## config.mk

```make
export PLATFORM = sky130hd
export DESIGN_NAME = key_matrix_scanner_flat
export DESIGN_NICKNAME = d
export VERILOG_FILES = /design/src/rtl/key_scan_pkg.sv /design/src/rtl/key_matrix_scanner_if.sv /design/src/rtl/key_debounce_cell.sv /design/src/rtl/key_matrix_scanner.sv /design/src/flat_wrapper.sv
export SDC_FILE = /design/constraint.sdc
export NUM_CORES = 1
export LEC_CHECK = 0
export ABC_AREA = 1
export CAP_MARGIN = 0
export CELL_PAD_IN_SITES_DETAIL_PLACEMENT = 2
export CELL_PAD_IN_SITES_GLOBAL_PLACEMENT = 2
export CORE_MARGIN = 8
export CORE_UTILIZATION = 25
export DETAILED_ROUTE_END_ITERATION = 8
export PLACE_DENSITY = 0.65
export SYNTH_ARGS = -nofsm -noshare
export SYNTH_HDL_FRONTEND = slang
export SYNTH_HIERARCHICAL = 1
export SYNTH_SLANG_ARGS = --single-unit
```

## constraint.sdc

```tcl
create_clock -name clock -period 13.3 [get_ports clock]
set_input_delay 3.99 -clock clock [delete_from_list [all_inputs] [get_ports clock]]
set_output_delay 3.99 -clock clock [all_outputs]
set_load 0.02 [all_outputs]
```

## src/rtl/key_scan_pkg.sv

```systemverilog
// key_scan_pkg: definitions shared by the keypad scanner and the display side.
//   scan_state_e  scanner FSM encoding (DRIVE, SAMPLE, EMIT)
//   KEY_COLS/ROWS default keypad geometry, shared with the display multiplexer
//   clog2()       width helper used for index, counter and key-code widths
package key_scan_pkg;

  typedef enum logic [1:0] {
    DRIVE  = 2'd0,
    SAMPLE = 2'd1,
    EMIT   = 2'd2
  } scan_state_e;

  localparam int unsigned KEY_COLS = 5;
  localparam int unsigned KEY_ROWS = 7;

  // Returns at least 1, so a degenerate size still yields a legal vector width.
  function automatic int unsigned clog2(input int unsigned n);
    int unsigned w;
    w = 1;
    while ((32'd1 << w) < n) w = w + 1;
    return w;
  endfunction

endpackage

```

## src/rtl/key_matrix_scanner_if.sv

```systemverilog
// key_matrix_scanner_if: key event channel from the scanner to its consumer.
//   key_valid   event pending (master -> slave)
//   key_code    col*ROWS+row of the event (master -> slave)
//   key_release 1 = release event, 0 = press (master -> slave)
//   key_ready   consumer can take the event (slave -> master)
// Handshake: an event transfers on a rising clock edge where key_valid and
// key_ready are both 1. Once key_valid is raised it stays high, and key_code /
// key_release stay constant, until that transfer; key_ready may be driven
// freely and independently of key_valid.
interface key_matrix_scanner_if #(
  parameter int unsigned CW = 6
);
  logic          key_valid;
  logic          key_ready;
  logic [CW-1:0] key_code;
  logic          key_release;

  modport master (output key_valid, output key_code, output key_release, input key_ready);
  modport slave  (input key_valid, input key_code, input key_release, output key_ready);
endinterface

```

## src/rtl/key_debounce_cell.sv

```systemverilog
// key_debounce_cell: debounced state of a single key.
//   clock, reset  system clock, asynchronous active-high reset
//   sample_en     1 during the SAMPLE cycle of this key's column
//   sample        synchronized raw level of the key (1 = closed)
//   stable        debounced key state
//   flip          1 in the SAMPLE cycle in which stable is about to change
// The counter counts consecutive samples that disagree with stable; any
// agreeing sample clears it, so a bounce never accumulates across scans.
module key_debounce_cell
  import key_scan_pkg::*;
#(
  parameter int unsigned DEBOUNCE_SCANS = 4
) (
  input  logic clock,
  input  logic reset,
  input  logic sample_en,
  input  logic sample,
  output logic stable,
  output logic flip
);

  localparam int unsigned CNTW = clog2(DEBOUNCE_SCANS + 1);

  logic [CNTW-1:0] cnt_q, cnt_d;
  logic            stable_q, stable_d;

  always_comb begin
    cnt_d    = cnt_q;
    stable_d = stable_q;
    flip     = 1'b0;
    if (sample_en) begin
      if (sample == stable_q) begin
        cnt_d = '0;
      end else if (cnt_q == CNTW'(DEBOUNCE_SCANS - 1)) begin
        stable_d = sample;
        cnt_d    = '0;
        flip     = 1'b1;
      end else begin
        cnt_d = cnt_q + 1'b1;
      end
    end
  end

  always_ff @(posedge clock or posedge reset) begin
    if (reset) begin
      cnt_q    <= '0;
      stable_q <= 1'b0;
    end else begin
      cnt_q    <= cnt_d;
      stable_q <= stable_d;
    end
  end

  assign stable = stable_q;

endmodule

```

## src/rtl/key_matrix_scanner.sv

```systemverilog
// key_matrix_scanner: scans a COLS x ROWS keypad one column at a time,
// debounces every key and emits key events on a valid/ready channel.
//   clock, reset  system clock, asynchronous active-high reset
//   row_in        raw row sense, 1 = key at (driven column, row) closed
//   col_out       one-hot active-high column strobe
//   key_any       OR of all debounced key states (registered)
//   state_dbg     current scanner FSM state
//   evt           event channel (key_valid/key_ready/key_code/key_release)
// Macro KEY_RELEASE_EVT_EN: when defined, releases also produce events with
// key_release=1; otherwise releases update the key state silently and
// key_release is tied 0.
module key_matrix_scanner
  import key_scan_pkg::*;
#(
  parameter int unsigned COLS           = KEY_COLS,
  parameter int unsigned ROWS           = KEY_ROWS,
  parameter int unsigned SETTLE_CYCLES  = 4,
  parameter int unsigned DEBOUNCE_SCANS = 4,
  parameter int unsigned CW             = clog2(COLS * ROWS)
) (
  input  logic                  clock,
  input  logic                  reset,
  input  logic [ROWS-1:0]       row_in,
  output logic [COLS-1:0]       col_out,
  output logic                  key_any,
  output scan_state_e           state_dbg,
  key_matrix_scanner_if.master  evt
);

  localparam int unsigned CIW = clog2(COLS);
  localparam int unsigned RIW = clog2(ROWS);
  localparam int unsigned SCW = clog2(SETTLE_CYCLES);
`ifdef KEY_RELEASE_EVT_EN
  localparam bit REL_EN = 1'b1;
`else
  localparam bit REL_EN = 1'b0;
`endif

  scan_state_e          state_q, state_d;
  logic [CIW-1:0]       col_q, col_d;
  logic [RIW-1:0]       row_q, row_d;
  logic [SCW-1:0]       settle_q, settle_d;
  logic [ROWS-1:0]      flip_q, flip_d;     // rows of the current column that flipped
  logic [ROWS-1:0]      press_q, press_d;   // new level of those rows (1 = press)
  logic                 key_any_q;
  logic [ROWS-1:0]      row_s1_q, row_s2_q;
  logic [COLS-1:0]      sample_en_col;
  logic [COLS*ROWS-1:0] stable_all, flip_all;
  logic [ROWS-1:0]      flip_row;
  logic                 emit_evt;

  for (genvar c = 0; c < COLS; c++) begin : g_col
    assign sample_en_col[c] = (state_q == SAMPLE) && (col_q == CIW'(c));
    for (genvar r = 0; r < ROWS; r++) begin : g_row
      key_debounce_cell #(.DEBOUNCE_SCANS(DEBOUNCE_SCANS)) u_cell (
        .clock     (clock),
        .reset     (reset),
        .sample_en (sample_en_col[c]),
        .sample    (row_s2_q[r]),
        .stable    (stable_all[c*ROWS+r]),
        .flip      (flip_all[c*ROWS+r])
      );
    end
  end

  // Only the sampled column's cells can flip, so OR-ing across columns
  // selects that column's flips without a wide mux.
  always_comb begin
    flip_row = '0;
    for (int r = 0; r < ROWS; r++) begin
      for (int c = 0; c < COLS; c++) begin
        flip_row[r] = flip_row[r] | flip_all[c*ROWS+r];
      end
    end
  end

  assign emit_evt = (state_q == EMIT) && flip_q[row_q] && (press_q[row_q] || REL_EN);

  always_comb begin
    state_d  = state_q;
    col_d    = col_q;
    row_d    = row_q;
    settle_d = settle_q;
    flip_d   = flip_q;
    press_d  = press_q;
    unique case (state_q)
      DRIVE: begin
        if (settle_q == SCW'(SETTLE_CYCLES - 1)) begin
          settle_d = '0;
          state_d  = SAMPLE;
        end else begin
          settle_d = settle_q + 1'b1;
        end
      end
      SAMPLE: begin
        flip_d  = flip_row;
        press_d = row_s2_q;
        row_d   = '0;
        state_d = EMIT;
      end
      EMIT: begin
        // A pending event holds row, column and code until it is accepted.
        if (!emit_evt || evt.key_ready) begin
          if (row_q == RIW'(ROWS - 1)) begin
            row_d   = '0;
            state_d = DRIVE;
            col_d   = (col_q == CIW'(COLS - 1)) ? '0 : col_q + 1'b1;
          end else begin
            row_d = row_q + 1'b1;
          end
        end
      end
      default: state_d = DRIVE;
    endcase
  end

  always_ff @(posedge clock or posedge reset) begin
    if (reset) begin
      state_q   <= DRIVE;
      col_q     <= '0;
      row_q     <= '0;
      settle_q  <= '0;
      flip_q    <= '0;
      press_q   <= '0;
      key_any_q <= 1'b0;
      row_s1_q  <= '0;
      row_s2_q  <= '0;
    end else begin
      state_q   <= state_d;
      col_q     <= col_d;
      row_q     <= row_d;
      settle_q  <= settle_d;
      flip_q    <= flip_d;
      press_q   <= press_d;
      key_any_q <= |stable_all;
      row_s1_q  <= row_in;
      row_s2_q  <= row_s1_q;
    end
  end

  assign col_out       = {{(COLS-1){1'b0}}, 1'b1} << col_q;
  assign key_any       = key_any_q;
  assign state_dbg     = state_q;
  assign evt.key_valid = emit_evt;
  assign evt.key_code  = CW'(col_q) * CW'(ROWS) + CW'(row_q);
`ifdef KEY_RELEASE_EVT_EN
  assign evt.key_release = emit_evt & ~press_q[row_q];
`else
  assign evt.key_release = 1'b0;
`endif

endmodule

```

## src/flat_wrapper.sv

```systemverilog
// flat-port wrapper written by rule: the top's interface ports become plain ports
module key_matrix_scanner_flat import key_scan_pkg::*;
#(
  parameter int unsigned COLS           = KEY_COLS,
  parameter int unsigned ROWS           = KEY_ROWS,
  parameter int unsigned SETTLE_CYCLES  = 4,
  parameter int unsigned DEBOUNCE_SCANS = 4,
  parameter int unsigned CW             = clog2(COLS * ROWS)
)
  (clock, reset, row_in, col_out, key_any, state_dbg, evt_key_valid, evt_key_code, evt_key_release, evt_key_ready);
  key_matrix_scanner_if #(.CW(CW)) evt_i ();
  input  logic clock;
  input  logic reset;
  input  logic [ROWS-1:0] row_in;
  output logic [COLS-1:0] col_out;
  output logic key_any;
  output scan_state_e state_dbg;
  output wire logic [$bits(evt_i.key_valid)-1:0] evt_key_valid;
  output wire logic [$bits(evt_i.key_code)-1:0] evt_key_code;
  output wire logic [$bits(evt_i.key_release)-1:0] evt_key_release;
  input wire logic [$bits(evt_i.key_ready)-1:0] evt_key_ready;
  assign evt_key_valid = evt_i.key_valid;
  assign evt_key_code = evt_i.key_code;
  assign evt_key_release = evt_i.key_release;
  assign evt_i.key_ready = evt_key_ready;
  key_matrix_scanner #(.COLS(COLS), .ROWS(ROWS), .SETTLE_CYCLES(SETTLE_CYCLES), .DEBOUNCE_SCANS(DEBOUNCE_SCANS), .CW(CW)) u_core (.clock(clock), .reset(reset), .row_in(row_in), .col_out(col_out), .key_any(key_any), .state_dbg(state_dbg), .evt(evt_i));
endmodule
```

======== Word-level counts from Yosys, hierarchy flattened ========
Index checks and enable logic that the tools add are counted.
storage, ports and cells
  output and inout port bits .............. 16
  input bits .............................. 10
  flip-flop bits (word level) ............. 179
  word-level logic and storage cells ...... 504
operators by class
  reduce and logical (&&, ||, !) cells .... 51
  equal/unequal tests ..................... 81
  multipliers ............................. 1
  bitwise logic cells ..................... 63
  magnitude comparators ................... 1
  shifts and indexed selects .............. 1
  mux-type cells .......................... 188
  add/subtract/negate cells ............... 39
operators by type and width
  kind                 number
  $mux 3               73
  $add 3x1->3 const B  37
  $eq 3x2->1 const B   37
  $reduce_and 3->1     37
  $mux 1               107
  $eq 1x1->1           35
  $not 1->1            35
  $reduce_or 35->1     1
  $or 1x1->1           28
  $mux 2               4
  $logic_and 1x1->1    7
  $add 6x3->6          1
  $bmux 1 s3           2
  $eq 3x3->1 const B   2
  $mul 3x3->6 const B  1
  $pmux 2 s3           1
  $pmux 3 s2           1
  $shl 1x3->5 const A  1
  $eq 2x2->1 const B   2
  $lt 3x4->1 const B   1
  $ne 2x2->1 const B   2
  $eq 3x1->1 const B   1
  $logic_not 3->1      1
  $add 2x1->2 const B  1
  other kinds (7)      7

======== Longest topological paths before layout ========
  depth after elaboration ................. 8
  gate-level depth with buffers ........... 11
  depth with buffers taken out ............ 11

======== Cells and area by module ========
Netlist, hierarchy kept.
modules (own cells, without submodules)
  module              area each (um2)  cells each  seq. area each (um2)  times used
  key_debounce_cell   221.5            28          100.1                 35
  key_matrix_scanner  2,143.3          247         975.9                 1

======== Worst setup path after synthesis ========
Ideal clock, no wire load.
  kind .................................... flip-flop to output port
  from .................................... register u_core.col_q[0]
  to ...................................... output port evt_key_code[5]
  path buffers ............................ 0
  setup slack ............................. 6.784 ns
  cell stages (with the launch flop) ...... 7
  arrival time ............................ 2.526 ns
  data required time ...................... 9.310 ns
  cell sequence ........................... dfrtp_1 -> fa_1 -> fa_1 -> inv_1 -> fa_1 -> o21ai_0 -> xor2_1
on the way
  cells in the longest elaborated chain, start to end .. 2
RTL lines
  element                 RTL line                   source
  from (decl)             key_matrix_scanner.sv:40   logic [CIW-1:0] col_q, col_d;
  from (signal assigned)  key_matrix_scanner.sv:130  col_q <= col_d;
  $mul 3x3->6             key_matrix_scanner.sv:145  assign evt.key_code = CW'(col_q) * CW'(ROWS) + CW'(row_q);
  $add 6x3->6             key_matrix_scanner.sv:145
  to (decl)               flat_wrapper.sv:19         output wire logic [$bits(evt_i.key_code)-1:0] evt_key_code;
No other way between the ends.

======== Worst setup path after layout ========
  from .................................... register u_core.col_q[2]
  to ...................................... output port evt_key_code[5]
Same word-level chain as after synthesis.

==> impl_metrics.ini <==
[cells_and_area]
final_nets = 1333
fillers = 4515
utilization = 0.2900
n_antenna_cell = 0
syn2layout_area_growth_pct = 15.38
drive_gt1_frac = 0.1248
layoutNonFillerInstCount = 1807
layout_commonest_cell = inv_1
layout_common_cells = 312 x inv_1, 220 x nand2_1, 179 x dfrtp_1, 83 x nand3_1, 78 x o21ai_0

[setup_path]
crit_chain = fa_1 -> fa_1 -> inv_1 -> fa_1 -> o21ai_0 -> xor2_1 -> clkdlybuf4s50_1
cp-start-kind = flip-flop
cp.required_ps = 9310
critPathMaxFanout = 13
endpoint_kind = output port
arrival_ps = 3710
path_buf_inv = 2
crit_type = flip-flop to output port
path_common_cell = fa_1
crit_family = adder cells
max_stage_delay_ps = 670
crit_slowest_cell = dfrtp_1

[synthesis]
synth-seq-area-share = 0.4527
synthCells = 1227
ys_ff_latch = 179
synth_flop_cell = dfrtp_1
synth-edff-count = 0
yosys_warnings = 6
synth_area_leaders = dfrtp_1 45%, inv_1 12%, nand2_1 8.3%
synth_top_area_cell = dfrtp_1
synth_top_area_frac = 0.4527
synth_area_sq_um = 9894
ys_types = 30
synth.avg_cell_area_sq_um = 8.064
async_flop_share = 1.000
synth_nets = 1291

[drt]
drt-initial-drc-count = 259
wl_mm = 26.91
drt_pass1_iterations = 4
vias_per_cell = 4.450
avgRoutedWirePerCell_um = 14.89
drc = 0
num_vias = 8041
drtAntennaViolNets = 0

[global_route]
grtUsageMet2 = 0.2130
grt_pass1_vias = 9094
grt_pass1_wl_mm = 46.03
grt_overflow = 0
grt_start_max_net_pins = 50
grtUsageMet1 = 0.1490
top_usage_layer = met2
met3_usage = 0.02219
antenna_found_initial = 0
grt_usage = 0.1207

[die]
die_h_um = 214.9
dieArea_sq_um = 46200
die_w_um = 214.9
initial_core_util = 0.2513
rows = 73
ios = 26
core-area_sq_um = 39370

[clock_network]
cts-resized-gates = 0
cts_sinks = 179
postCtsHoldBufs = 0
clkLatencyLatePin_ps = 440
post-cts-setup-buffers = 0
cts_tree = done
cts_buffers = 17
root_buffer = clkbuf_16
path_clk_slew_ps = 70
clockBufferDepth = 2
htreeDepth = 4

[place]
dp_hpwl_mm = 19.52
dp.cells = 1775
io_buffers = 24
gp_congestion = 0.7119

[power]
p_per_area_nw_per_um2 = 99.31
seqPwrFrac = 0.497
power_frac_comb = 0.042
power.leakage_nw = 5.805
intPower_mw = 0.8578
power_mw = 1.134
switching_share = 0.2434
power_frac_clock = 0.462
irDropWorstVdd_mv = 0.07899
power.switching_mw = 0.2760

[sta]
max_freq_mhz = 130.0
drv_slew = 0
relSlewSlack = 0.3270
rsz0062_at_grt = no
min_period_over_period = 0.5786
worstMarginPinSlew_ps = 1009
setup_viol = 0
hold_viol_final = 0
fin_skew_ps = 9.833
tns_ps = 0
timing.final.crit_period_ps = 7695
holdWs_ps = 353.6

[status]
status = finished clean

[flow_run]
maxCapViolCount = 0

[hold_path]
hp-class = flip-flop to flip-flop
[registers in the layout, indices dropped and copies added, names as in the netlist, 3 cells and up]
signal / count
u_core/flip_q: 7
u_core/row_s1_q: 7
u_core/col_q: 3
u_core/g_col.g_row.u_cell/stable: 35
u_core/row_s2_q: 7
u_core/row_q: 3
u_core/g_col.g_row.u_cell/cnt_q: 105
u_core/press_q: 7
[power by group through the flow]
stage	sequential, mW	clock [mW]	combinational, mW
3_3_place_gp	0.573	0	0.0470
6_report	0.563	0.523	0.0475
3_5_place_dp	0.574	0	0.0489
5_1_grt	0.564	0.563	0.0559
2_1_floorplan	0.569	0	0.0332
4_1_cts	0.563	0.546	0.0496
[logic make-up after synthesis]
group,Yosys count,share of synthesized area
buf+inv,324,0.1247
flops,179,0.4527
other cells,1,0.0003790
simple gates,505,0.2523
compound gates,161,0.09598
xor+xnor,3,0.002656
fa+ha+maj,54,0.07132
[routing by layer]
metal  routed length (um)  vias up
li1                     -     3924
met1                12660     4042
met2                13400       53
met3                  511       22
met4                  340        0
met5                    0        -
[synthesized netlist by cell type, types with 4 or more instances]
cell type / count
a21oi_1: 41
a21oi_2: 35
a22oi_1: 5
dfrtp_1: 179
fa_1: 4
ha_1: 50
inv_1: 313
nand2_1: 220
nand2_2: 37
nand3_1: 83
nand3_2: 36
nand4_1: 42
nor2_1: 55
nor3_1: 18
nor4_1: 8
o21ai_0: 78
[worst paths after layout]
check	startpoint	to	slack, ps	cells after the start
worst min-delay path	u_core/row_s1_q[3]	u_core/row_s2_q[3]	350	0
worst max register to register	u_core/state_dbg[0]	u_core/flip_q[3]	10490	9
max in group asynchronous	reset	u_core/row_q[0]	8490	3
worst min register to register	u_core/row_s1_q[3]	u_core/row_s2_q[3]	350	0
worst max-delay path	u_core/col_q[2]	evt_key_code[5]	5600	7
min in group asynchronous	reset	u_core/g_col[3].g_row[6].u_cell/cnt_q[1]	3810	3
[through the flow]
step	area, sq um	worst slack, ps
after floorplan	9894	6784
after global placement	10820	6086
after detailed placement	10820	6035
after CTS	11420	5541
after global routing	11420	5408
final	11420	5605
[layout make-up]
cell class                 count  area (sq um)  area share
clock buffer                  21         470.5     0.04121
timing repair buffer          30         280.3     0.02455
inverter                     317          1190      0.1042
clock inverter                11         127.6     0.01118
multi-input combinational    724          4212      0.3689
tap                          525         656.9     0.05754
sequential                   179          4479      0.3924
Power figures use the tool's default switching activity.
